### config.mk
export PLATFORM = sky130hd
export DESIGN_NAME = button_event_debouncer
export DESIGN_NICKNAME = d
export VERILOG_FILES = /design/src/rtl/button_event_debouncer.sv
export SDC_FILE = /design/constraint.sdc
export NUM_CORES = 1
export LEC_CHECK = 0
export ABC_CLOCK_PERIOD_IN_PS = 6500
export BUFFER_PORTS_ARGS = -buffer_cell sky130_fd_sc_hd__buf_2
export CORE_UTILIZATION = 40
export CTS_BUF_LIST = sky130_fd_sc_hd__clkbuf_8
export CTS_CLUSTER_SIZE = 12
export DETAILED_ROUTE_END_ITERATION = 6
export SLEW_MARGIN = 20
export SYNTH_ARGS = -nofsm -noshare
export SYNTH_HDL_FRONTEND = slang
export SYNTH_SLANG_ARGS = --single-unit
### constraint.sdc
create_clock -name clock -period 6.5 [get_ports clock]
set_input_delay 0.325 -clock clock [delete_from_list [all_inputs] [get_ports clock]]
set_output_delay 0.325 -clock clock [all_outputs]
set_load 0.1 [all_outputs]
### src/rtl/button_event_debouncer.sv
// Multi-channel push-button front end: synchronise, debounce, emit press/release pulses
// and serialise every accepted transition into a small event FIFO read as a stream.
module button_event_debouncer #(
    parameter int NUM_CHANNELS    = 5,
    parameter int SYNC_STAGES     = 2,
    parameter int DEBOUNCE_CYCLES = 200000,
    parameter int ACTIVE_LOW      = 1,
    parameter int FIFO_DEPTH      = 4
) (
    input  logic                    clock,
    input  logic                    aresetn,
    input  logic [NUM_CHANNELS-1:0] button_in,
    output logic [NUM_CHANNELS-1:0] level_out,
    output logic [NUM_CHANNELS-1:0] press_pulse,
    output logic [NUM_CHANNELS-1:0] release_pulse,
    output logic [7:0]              event_tdata,
    output logic                    event_tvalid,
    input  logic                    event_tready,
    output logic                    overflow,
    input  logic                    overflow_clear
);

    localparam int              CW       = $clog2(DEBOUNCE_CYCLES + 1);
    localparam int              AW       = $clog2(FIFO_DEPTH);
    localparam logic            IDLE_RAW = (ACTIVE_LOW != 0);
    localparam logic [CW-1:0]   CNT_LAST = CW'(DEBOUNCE_CYCLES - 1);

    logic [NUM_CHANNELS-1:0] sync_q [SYNC_STAGES];
    logic [NUM_CHANNELS-1:0] pressedSync;

    logic [CW-1:0]           cnt_q [NUM_CHANNELS];
    logic [CW-1:0]           cnt_d [NUM_CHANNELS];
    logic [NUM_CHANNELS-1:0] level_q, level_d;
    logic [NUM_CHANNELS-1:0] press_q, press_d;
    logic [NUM_CHANNELS-1:0] release_q, release_d;

    logic [NUM_CHANNELS-1:0] pending_q, pending_d;
    logic [NUM_CHANNELS-1:0] pendType_q, pendType_d;
    logic                    overflow_q, overflow_d;
    logic                    eventLost;

    logic                    grantFound;
    logic                    grantType;
    logic [NUM_CHANNELS-1:0] grantVec;
    logic [6:0]              grantIdx;
    logic [7:0]              pushData;

    logic [7:0]              mem_q [FIFO_DEPTH];
    logic [AW:0]             wrPtr_q, wrPtr_d;
    logic [AW:0]             rdPtr_q, rdPtr_d;
    logic [7:0]              tdata_q, tdata_d;
    logic                    tvalid_q, tvalid_d;
    logic                    fifoEmpty, fifoFull;
    logic                    doPush, doPop;

    // Synchroniser resets to the idle pin level so no press appears after reset release.
    always_ff @(posedge clock or negedge aresetn) begin
        if (!aresetn) begin
            for (int s = 0; s < SYNC_STAGES; s++) begin
                sync_q[s] <= {NUM_CHANNELS{IDLE_RAW}};
            end
        end else begin
            sync_q[0] <= button_in;
            for (int s = 1; s < SYNC_STAGES; s++) begin
                sync_q[s] <= sync_q[s-1];
            end
        end
    end

    assign pressedSync = sync_q[SYNC_STAGES-1] ^ {NUM_CHANNELS{IDLE_RAW}};

    always_comb begin
        level_d   = level_q;
        press_d   = '0;
        release_d = '0;
        for (int ch = 0; ch < NUM_CHANNELS; ch++) begin
            cnt_d[ch] = '0;
            if (pressedSync[ch] != level_q[ch]) begin
                if (cnt_q[ch] == CNT_LAST) begin
                    level_d[ch]   = pressedSync[ch];
                    press_d[ch]   = pressedSync[ch];
                    release_d[ch] = !pressedSync[ch];
                end else begin
                    cnt_d[ch] = cnt_q[ch] + CW'(1);
                end
            end
        end
    end

    always_comb begin
        grantFound = 1'b0;
        grantVec   = '0;
        grantIdx   = '0;
        grantType  = 1'b0;
        for (int i = 0; i < NUM_CHANNELS; i++) begin
            if (pending_q[i] && !grantFound) begin
                grantFound  = 1'b1;
                grantVec[i] = 1'b1;
                grantIdx    = 7'(i);
                grantType   = pendType_q[i];
            end
        end
    end

    assign fifoEmpty = (wrPtr_q == rdPtr_q);
    assign fifoFull  = (wrPtr_q[AW] != rdPtr_q[AW]) && (wrPtr_q[AW-1:0] == rdPtr_q[AW-1:0]);
    assign doPop     = !fifoEmpty && event_tready;
    assign doPush    = grantFound && (!fifoFull || doPop);
    assign pushData  = {grantType, grantIdx};

    // An event is only lost when a channel still holds an unpushed event at its next pulse.
    always_comb begin
        pending_d  = pending_q;
        pendType_d = pendType_q;
        eventLost  = 1'b0;
        if (doPush) begin
            pending_d = pending_q & ~grantVec;
        end
        for (int i = 0; i < NUM_CHANNELS; i++) begin
            if (press_d[i] || release_d[i]) begin
                if (pending_d[i]) begin
                    eventLost = 1'b1;
                end
                pending_d[i]  = 1'b1;
                pendType_d[i] = press_d[i];
            end
        end
        overflow_d = overflow_q;
        if (overflow_clear) begin
            overflow_d = 1'b0;
        end
        if (eventLost) begin
            overflow_d = 1'b1;
        end
    end

    always_ff @(posedge clock or negedge aresetn) begin
        if (!aresetn) begin
            for (int ch = 0; ch < NUM_CHANNELS; ch++) begin
                cnt_q[ch] <= '0;
            end
            level_q    <= '0;
            press_q    <= '0;
            release_q  <= '0;
            pending_q  <= '0;
            pendType_q <= '0;
            overflow_q <= 1'b0;
        end else begin
            for (int ch = 0; ch < NUM_CHANNELS; ch++) begin
                cnt_q[ch] <= cnt_d[ch];
            end
            level_q    <= level_d;
            press_q    <= press_d;
            release_q  <= release_d;
            pending_q  <= pending_d;
            pendType_q <= pendType_d;
            overflow_q <= overflow_d;
        end
    end

    // Next head is precomputed so the stream outputs come straight from flops.
    always_comb begin
        wrPtr_d  = wrPtr_q + {{AW{1'b0}}, doPush};
        rdPtr_d  = rdPtr_q + {{AW{1'b0}}, doPop};
        tvalid_d = (wrPtr_d != rdPtr_d);
        if (doPush && (wrPtr_q[AW-1:0] == rdPtr_d[AW-1:0])) begin
            tdata_d = pushData;
        end else begin
            tdata_d = mem_q[rdPtr_d[AW-1:0]];
        end
    end

    always_ff @(posedge clock or negedge aresetn) begin
        if (!aresetn) begin
            for (int e = 0; e < FIFO_DEPTH; e++) begin
                mem_q[e] <= '0;
            end
            wrPtr_q  <= '0;
            rdPtr_q  <= '0;
            tdata_q  <= '0;
            tvalid_q <= 1'b0;
        end else begin
            if (doPush) begin
                mem_q[wrPtr_q[AW-1:0]] <= pushData;
            end
            wrPtr_q  <= wrPtr_d;
            rdPtr_q  <= rdPtr_d;
            tdata_q  <= tdata_d;
            tvalid_q <= tvalid_d;
        end
    end

    assign level_out     = level_q;
    assign press_pulse   = press_q;
    assign release_pulse = release_q;
    assign event_tdata   = tdata_q;
    assign event_tvalid  = tvalid_q;
    assign overflow      = overflow_q;

endmodule
==> flow_summary.toml <==
[outcome]
status = "finished, final reports clean"

[die]
num_io_pins = 34
die-area_um2 = 18100
start_util = 0.407
core_area_um2 = 17200
die_x_um = 134
rows = 48
die_height_um = 134

[logic_synthesis]
synth.avg_cell_area_um2 = 10.8
synth-seq-area-share = 0.547
synth_edf_count = 0
synthCells = 650
yosysWarnings = 0
ys_seq_elements = 153
synth_top_area_cell = "dfrtp_1"
synth_top_area_share = 0.510
yosysMostFrequentCell = "dfrtp_1"
synth.cell_area_um2 = 7020
synth_common_cells = "143 x dfrtp_1, 113 x nor2_1, 52 x xnor2_1"
synthFlopType = "dfrtp_1"
synth_cell_types = 55
synthTopCellsByArea = "dfrtp_1 51%, xnor2_1 6.5%, nor2_1 6.0%"
async_flop_share = 1.00

[timing]
setup_violations = 0
rsz0062_at_grt = "no"
fin_crit_sh = 0.429
tns_ns = 0
clock.fmax_ghz = 0.358
tightest_slew_ns = 0.879
hold_viol = 0
skew_ns = 0.0114
period_minus_slack_ns = 2.79
max_slew_margin = 0.414
drv_slew = 0

[global_routing]
grt_max_degree = 100
grt_pass1_vias = 4612
overflow = 0
antenna_found_initial = 0
track_usage = 0.157
grt_pass1_wl_um = 22200

[clock_tree]
clkTransAtPathRegs_ns = 0.08
cts_buffers = 17
h-tree-depth = 4
postCtsSetupRepairBufs = 0
cts.repair.resized = 0
clock_path_buffers = 2
worst_skew_pair.late_latency_ns = 0.45
cts_root_buffer = "clkbuf_8"
clock-sinks = 153
cts_tree = "yes"

[detailed_routing]
vias_per_cell = 4.99
num_vias = 4635
ant_nets = 0
finalWirelength_um = 12700
drt-initial-drc-count = 256
drc = 0
wl_per_cell_um = 13.7
firstDrtPassIters = 4

[critical_path]
worst-setup-path-type = "flop to flop"
crit_required_ns = 6.84
startpoint_type = "flop"
arrival_ns = 3.13
end_kind = "flop"
worstPathMaxFanout = 7
slowest_delay_ns = 0.61
path_cells = "xor2_1 > nor4_2 > or2_4 > inv_1 > ha_1 > ha_1 > xor2_1 > xor2_1 > or3_1"
path_common_cell = "xor2_1"
cp_slowest_cell = "nor4_2"

[cells_and_area]
postLayoutCoreUtil = 0.456
regArea_um2 = 3840
nets = 708
drive_gt1_frac = 0.149
fillCellCount = 1574
area_growth_pct = 12.0
num_antenna_cells = 0
multiInputGateArea_um2 = 3000

[placement]
io_buffer_count = 29
place_congestion = 0.829
dp_hpwl_um = 8700

[power]
p_per_area_nw_per_um2 = 268
p_leak_uw = 0.00347
ir_drop_mv = 0.167

[worst_hold_path]
hp-class = "input pin to flop"

[flow_run]
maxCapViolCount = 0
-- flip-flops by register name, summed over array words and instances (netlist names) --
signal and count:
sync_q 10, press_pulse 5, cnt_q 90, event_tdata 4, pending_q 5, pendType_q 5, level_out 5, overflow 1
rdPtr_q 3, mem_q 16, event_tvalid 1, wrPtr_q 3, release_pulse 5
-- metrics by stage --
step	hold slack [ns]	power (uW)	std cells	area, um^2	setup WS, ns
3_3_place_gp	0.347	1310	890	7360	3.78
2_1_floorplan	0.0294	1260	653	7030	3.99
5_1_grt	0.331	2200	928	7870	3.51
4_1_cts	0.289	2140	928	7870	3.69
3_5_place_dp	0.348	1320	890	7360	3.70
6_report	0.330	2110	928	7870	3.71
-- cell usage in the layout, fill, tap and decap left out, types with 4 or more instances in the layout --
cell type,synthesis,final
nand2_1,41,41
dfstp_2,10,10
dfrtp_1,143,143
nand4_1,16,16
bufinv_16,0,4
buf_2,2,28
a21oi_1,6,6
xor2_1,43,43
nor4_1,10,10
inv_1,21,22
clkbuf_8,0,18
nor2_1,113,113
nand3_1,34,34
mux4_2,4,4
o21a_1,5,5
nor3_1,19,19
and2_1,8,8
dlygate4sd3_1,0,6
conb_1,1,4
and4_1,5,5
o21ai_0,5,5
ha_1,9,9
and3_1,19,19
mux2_2,20,20
nor4b_1,7,7
xnor2_1,52,52
-- worst max-delay path, delay by kind of cell, from the launching register on --
family        cells  cell delay [ns]
fa+ha+maj         2             0.35
xor+xnor          3             0.52
simple gates      3             1.25
buf+inv           1             0.06
flops             1             0.48
-- layer usage --
layer / routed length [um] / vias up / GRT usage
li1: - / 2286 / -
met1: 5940 / 2263 / 0.204
met2: 6060 / 68 / 0.250
met3: 496 / 18 / 0.0454
met4: 199 / 0 / 0.0568
met5: 0 / - / 0
-- area by class of cell --
class | instances | area share
Clock buffer | 18 | 0.0315
Clock inverter | 14 | 0.0248
Inverter | 21 | 0.0100
Multi-Input combinational cell | 461 | 0.382
Sequential cell | 153 | 0.488
Tap cell | 225 | 0.0358
Timing Repair Buffer | 36 | 0.0278
-- repair_timing --
item,in CTS,in global routing
setup endpoints to repair,0,0
hold endpoints to repair,16,0
hold buffers,6,0
-- logic make-up after synthesis --
family | Yosys count | synth area share
AND/OR/NAND/NOR | 297 | 0.214
flip-flops | 153 | 0.547
XOR/XNOR | 95 | 0.119
buffers and inverters | 39 | 0.0267
AO/OA/AOI/OAI | 32 | 0.0323
multiplexers | 24 | 0.0449
adder cells (fa/ha/maj) | 9 | 0.0160
other | 1 | 0.000534
-- final timing paths --
| kind | start | to | slack, ns | depth (start not counted) |
|---|---|---|---|---|
| max in group asynchronous | aresetn | pending_q[1] | 4.74 | 3 |
| setup reg to reg | wrPtr_q[1] | event_tvalid | 3.71 | 9 |
| min in group asynchronous | aresetn | cnt_q[60] | 0.55 | 2 |
| hold reg to reg | sync_q[6] | sync_q[1] | 0.36 | 0 |
| setup / recovery | wrPtr_q[1] | event_tvalid | 3.71 | 9 |
| hold / removal | event_tready | overflow | 0.33 | 4 |
-- power breakdown --
| part | switching, uW | internal [uW] | total [uW] |
|---|---|---|---|
| sequential | 29.4 | 992 | 1020 |
| clock | 373 | 431 | 804 |
| combinational | 189 | 92.4 | 281 |
| total | 591 | 1520 | 2110 |
Note: power is estimated with default switching activity, not from simulation.
